===== config.mk =====
export PLATFORM = sky130hd
export DESIGN_NAME = skid_reg_slice
export DESIGN_NICKNAME = d
export VERILOG_FILES = /design/src/rtl/skid_pkg.sv /design/src/rtl/width_adapt.sv /design/src/rtl/skid_reg_slice.sv
export SDC_FILE = /design/constraint.sdc
export NUM_CORES = 1
export LEC_CHECK = 0
export ABC_AREA = 1
export CORE_AREA = 2 2 39 41
export CTS_CLUSTER_SIZE = 40
export DETAILED_ROUTE_END_ITERATION = 12
export DIE_AREA = 0 0 41 43
export DONT_BUFFER_PORTS = 1
export PLACE_DENSITY_LB_ADDON = 0.2
export SETUP_SLACK_MARGIN = 0.4
export SLEW_MARGIN = 30
export SYNTH_ARGS = -nofsm -noshare
export SYNTH_HDL_FRONTEND = slang
export SYNTH_SLANG_ARGS = --single-unit
export TNS_END_PERCENT = 1

===== constraint.sdc =====
create_clock -name clk -period 2.3 [get_ports clk]
set_input_delay 0.345 -clock clk [delete_from_list [all_inputs] [get_ports clk]]
set_output_delay 0.345 -clock clk [all_outputs]
set_load 0.05 [all_outputs]

===== src/rtl/skid_pkg.sv =====
// Shared types for the two-entry skid register slice.
// The state encoding doubles as the occupancy count.
package skid_pkg;

  localparam int OCC_W = 2;

  typedef enum logic [OCC_W-1:0] {
    EMPTY = 2'd0,
    BUSY  = 2'd1,
    FULL  = 2'd2
  } skid_state_t;

endpackage


===== src/rtl/width_adapt.sv =====
// Combinational width adapter: sign/zero extension or truncation.
// Also used standalone by the downstream register stage.
module width_adapt #(
  parameter int IN_WIDTH  = 2,
  parameter int OUT_WIDTH = 5,
  parameter bit SIGNED    = 1'b1
) (
  input  logic [IN_WIDTH-1:0]  word,
  output logic [OUT_WIDTH-1:0] adapted
);

  generate
    if (OUT_WIDTH > IN_WIDTH) begin : g_ext
      logic ext;
      assign ext     = SIGNED & word[IN_WIDTH-1];
      assign adapted = {{(OUT_WIDTH-IN_WIDTH){ext}}, word};
    end else if (OUT_WIDTH == IN_WIDTH) begin : g_pass
      assign adapted = word;
    end else begin : g_trunc
      logic unused_hi;
      assign unused_hi = ^word[IN_WIDTH-1:OUT_WIDTH];
      assign adapted   = word[OUT_WIDTH-1:0];
    end
  endgenerate

endmodule


===== src/rtl/skid_reg_slice.sv =====
// Two-entry ready/valid skid buffer with registered output and
// width adaptation on capture; in_ready depends only on state.
module skid_reg_slice
  import skid_pkg::*;
#(
  parameter int IN_WIDTH  = 2,
  parameter int OUT_WIDTH = 5,
  parameter bit SIGNED    = 1'b1
) (
  input  logic                 clk,
  input  logic                 rst,
  input  logic                 clear,
  input  logic                 in_valid,
  output logic                 in_ready,
  input  logic [IN_WIDTH-1:0]  in_data,
  output logic                 out_valid,
  input  logic                 out_ready,
  output logic [OUT_WIDTH-1:0] out_data,
  output logic [OCC_W-1:0]     occupancy
);

  skid_state_t          state_q;
  skid_state_t          state_d;
  logic [OUT_WIDTH-1:0] out_q;
  logic [OUT_WIDTH-1:0] skid_q;
  logic [OUT_WIDTH-1:0] adapted;
  logic                 accept;
  logic                 deliver;
  logic                 load_in;
  logic                 load_skid;
  logic                 pop_skid;

  width_adapt #(
    .IN_WIDTH (IN_WIDTH),
    .OUT_WIDTH(OUT_WIDTH),
    .SIGNED   (SIGNED)
  ) u_adapt (
    .word   (in_data),
    .adapted(adapted)
  );

  assign in_ready  = !rst && !clear
                  && (state_q != FULL);
  assign out_valid = (state_q != EMPTY);
  assign out_data  = out_q;
  assign occupancy = state_q;
  assign accept    = in_valid && in_ready;
  assign deliver   = out_valid && out_ready;

  always_comb begin
    state_d   = state_q;
    load_in   = 1'b0;
    load_skid = 1'b0;
    pop_skid  = 1'b0;
    if (clear) begin
      state_d = EMPTY;
    end else begin
      unique case (state_q)
        EMPTY: begin
          if (accept) begin
            load_in = 1'b1;
            state_d = BUSY;
          end
        end
        BUSY: begin
          if (accept && deliver) begin
            load_in = 1'b1;
          end else if (accept) begin
            load_skid = 1'b1;
            state_d   = FULL;
          end else if (deliver) begin
            state_d = EMPTY;
          end
        end
        FULL: begin
          if (deliver) begin
            pop_skid = 1'b1;
            state_d  = BUSY;
          end
        end
        default: state_d = EMPTY;
      endcase
    end
  end

  always_ff @(posedge clk) begin
    if (rst) begin
      state_q <= EMPTY;
      out_q   <= '0;
      skid_q  <= '0;
    end else begin
      state_q <= state_d;
      if (load_in)
        out_q <= adapted;
      else if (pop_skid)
        out_q <= skid_q;
      if (load_skid)
        skid_q <= adapted;
    end
  end

endmodule


[Word level (Yosys, flattened, before mapping)]
Index checks and enable logic that the tools add are counted.
Storage, ports and cells
  bits in registers: 9
  input bits: 7
  output and inout port bits: 9
  logic and storage cells: 40
Operators by class
  equal/unequal tests: 7
  multiplexer cells: 18
  reductions and logical operators: 12
Operators with widths (count)
  $mux W2: 5
  $mux W5: 2
  $mux W1: 9
  $ne A2 B2 Y1 const B: 4
  $pmux W2 S3: 1
  $logic_and A1 B1 Y1: 5
  $reduce_and A4 Y1: 1
  $reduce_bool A2 Y1: 2
  $ne A3 B3 Y1 const B: 1
  $eq A2 B1 Y1 const B: 1
  $eq A2 B2 Y1 const B: 1
  $logic_not A1 Y1: 2
  $logic_not A2 Y1: 1
  $pmux W1 S2: 1
  $reduce_or A2 Y1: 1

[Depth between registers and ports, before layout]
  depth after elaboration: 9
  gate-level depth with buffers: 8
  gate-level depth less buffers: 8

[Cells and area by module]
Synthesis repeated with hierarchy kept, for this count alone.
Unflattened totals
  cell total of the unflattened synthesis: 98
  area, all modules: 655.6 um^2
Modules (own cells, without submodules)
  skid_reg_slice: instances 1, cells an instance 93, area each 618.1 um^2, seq. area each 240.2 um^2
  width_adapt: instances 1, cells an instance 5, area each 37.5 um^2, seq. area each 0.0 um^2

[Worst setup path after synthesis]
OpenSTA, ideal clock, no wires.
  kind: register to register
  start point: register state_q[1] (netlist: occupancy[1])
  end point: register skid_q[0]
  library setup time: 0.116 ns
  data arrival time: 1.569 ns
  required time: 2.184 ns
  slack: 0.615 ns
  stages on the path, launching flop included: 8
  buffers on the path: 0
  clock period less this slack: 1.685 ns
  cell sequence: dfxtp_1 nor2_1 inv_1 nand2_1 nand2_1 inv_1 nand2_1 a21oi_1
On the way
  elaborated cells on any way between the ends: 11
  classes of those cells: eq/ne: 2; mux: 4; reduce/logical: 5
RTL lines
  start: declaration: RTL line skid_reg_slice.sv:22  | skid_state_t state_q;
  start signal: assignment: RTL line skid_reg_slice.sv:92  | state_q <= state_d;
  $reduce_bool A2 Y1: RTL line skid_reg_slice.sv:44  | assign out_valid = (state_q != EMPTY);
  net out_valid: RTL line skid_reg_slice.sv:16  | output logic out_valid,
  $logic_and A1 B1 Y1: RTL line skid_reg_slice.sv:48  | assign deliver = out_valid && out_ready;
  $logic_and A1 B1 Y1: RTL line skid_reg_slice.sv:66  | if (accept && deliver) begin
  $mux W1: RTL line skid_reg_slice.sv:66
  $mux W1: RTL line skid_reg_slice.sv:58  | unique case (state_q)
  $mux W1: RTL line skid_reg_slice.sv:55  | if (clear) begin
  end signal: assignment: RTL line skid_reg_slice.sv:98  | skid_q <= adapted;
  end: declaration: RTL line skid_reg_slice.sv:25  | logic [OUT_WIDTH-1:0] skid_q;
The timed path passes the listed nets, and every way through them passes these cells.
A chain may end at the register's enable or synchronous reset.

[Worst setup path in the final report]
  start point: register state_q[0] (netlist: occupancy[0])
  end point: output in_ready
On the way
  cells in the longest elaborated chain, start to end: 2
RTL lines
  $ne A2 B2 Y1: RTL line skid_reg_slice.sv:43  | && (state_q != FULL);
  $logic_and A1 B1 Y1: RTL line skid_reg_slice.sv:43
  end: declaration: RTL line skid_reg_slice.sv:14  | output logic in_ready,
Every way passes these cells.

==> qor.txt <==
clk_skew - 0.386 ps
Fmax achieved - 656 MHz
sequential cell area fraction in the yosys report - 0.292
leading area contributor after synthesis - dfxtp_1
synthesized area per cell - 7.10 um^2
top cells by area, synth - dfxtp_1, nand2_1, inv_1
Core Footprint - 1380 um^2
Tcrit/Tclk final - 0.663
Peak VDD IR - 267 uV
htree depth - 1
Port Buffers - 0
Max Cap Viol - 0
clock sinks - 6
TritonCTS Buffers - 3
DP Worst Slack - 1030 ps
pin count of the biggest net entering global routing - 8
worst path bufs/invs - 2
number of max-slew violations in the final report - 0
worst hold path type - in -> reg
Async SR Flop Fraction - 0
Worst EP required - 1960 ps
slew margin rel. - 0.640
routed vias - 367
met1 wire length - 390 um
Clock Tree Root - clkbuf_4
YS warnings - 0
Top FF cell, synth - dfxtp_1
final hold slack - 160 ps
#FFs+latches synth - 6
area grow syn2layout - 12.5%
antenna diode count - 0
CTS tree - built
commonest cells in the synthesized netlist - nand2_1, inv_1, dfxtp_1
first-pass GRT wire length - 1430 um
most prevalent standard cell on the critical path - nand2_4
CP endpoint kind - output port
Final Core Density - 0.335
Die X-Extent - 41 um
Fillers - 158
final instance area - 463 um^2
Multi-input gate area - 220 um^2
setup_tns - 0 ps
number of DRC markers in iteration 0 - 10
layout cells sized above 1 - 0.274
hold violation total from the final report - 0
area of placed instances - 440 um^2
Pre-antenna DRT Iters - 4
Setup crit start - occupancy[0]
Slew @ Worst Pin - 544 ps
vias per cell - 4.71
critical path class - reg -> out
r2r startpoint - occupancy[1]
Setup Buffers After CTS - 0
vias in the first global route - 352
Tmin final - 1520 ps
critical path, cell by cell - inv_2, nand2_4, nand2_4, inv_1
EDFF count, synth - 0
Lkg Pwr - 0.215 nW
Worst path slowest cell - dfxtp_1
Post-Syn Area - 412 um^2
delay-heaviest family, CP - buffers and inverters
Critical Path Max Stage Delay - 370 ps
startpoint types - flip-flop
Synth Instances - 58
gr ovfl total - 0
Crit Path Max Fanout - 4
area of the die - 1760 um^2
RSZ-0062 raised after global routing - false
average routed wire per standard cell - 10.7 um
Residual DRC - 0
met3 WL post-DR - 66 um
# IOs - 16
worst-case clock buffer depth - 2
GR Util All Layers - 0.123
Yosys cell types - 20
Initial Util - 0.297
WL final - 833 um
Seq. cell area - 121 um^2
Yosys top cell area share - 0.292
initial antenna violation count - 0
power per cell area - 541 nW/um^2
Placer Congestion - 0.791
final worst slack - 775 ps
Clock Pin Slew Worst Setup and Hold Paths - 40 ps
hold_sp - rst
Syn Nets - 65
DP HPWL - 679 um
met2 routed WL - 363 um
uppermost layer routed - met4
# hold bufs at CTS - 0
worst endpoint data arrival time - 1180 ps
nets@finish - 71
post-route ant nets - 0
most common cell in the netlist - nand2_1
Clock Latency Late Sink - 240 ps
row count - 14
Vert. Die Dim - 43 um
status - complete, no violations
Final Setup Violations - 0
post_cts resized - 0
-- layout make-up --
cell class | count | share of cell area
Clock buffer | 3 | 0.0486
Inverter | 13 | 0.105
Multi-Input combinational cell | 36 | 0.476
Sequential cell | 6 | 0.262
Tap cell | 16 | 0.0432
Timing Repair Buffer | 4 | 0.0649
-- per-stage QoR --
stage,total power (W),instances
6_report,0.000251,78
3_5_place_dp,0.000157,75
5_1_grt,0.000268,78
2_1_floorplan,0.000155,58
3_3_place_gp,0.000157,75
4_1_cts,0.000257,78
-- where the power goes --
part            total, W  internal, W  switching [W]
Clock          0.0000960    0.0000590      0.0000370
Combinational  0.0000431   0.00000980      0.0000333
Sequential      0.000112     0.000107     0.00000465
Total           0.000251     0.000176      0.0000750
-- worst register-to-register path, cell delays in order, from the launching register on --
cell and delay, ps:
dfxtp_1 350, nor2_1 200, inv_1 80, nand2_1 90, nand2_1 50, o21ai_0 170
nand2_1 90, a21oi_2 110
-- kinds of logic after synthesis --
group	synth area share
AND/OR/NAND/NOR	0.362
buffers and inverters	0.173
AO/OA/AOI/OAI	0.173
flip-flops	0.292
-- placed cells by master (no fill, tap or decap), types with 2 or more instances in the layout --
cell,count
dfxtp_1,5
nand2_4,2
inv_1,11
clkbuf_4,3
inv_2,2
a21oi_1,4
buf_4,4
nand2_1,13
nand3_1,4
o2111ai_1,2
-- per-layer routing --
layer | up-vias | global-route usage
met5 | - | 0
met4 | 0 | 0.120
met3 | 2 | 0.0209
met2 | 11 | 0.138
met1 | 161 | 0.182
li1 | 193 | -
-- sequential cells by signal, indices dropped and copies added (netlist names) --
| name | count |
|---|---|
| skid_q | 2 |
| occupancy | 2 |
| out_data | 2 |
-- worst paths after layout --
check | slack (ps) | cells after the start | end
min | 160 | 1 | out_data[3]
max | 780 | 4 | in_ready
min reg2reg | 460 | 2 | skid_q[1]
max reg2reg | 1100 | 7 | occupancy[0]
Note: power is estimated with default switching activity, not from simulation.
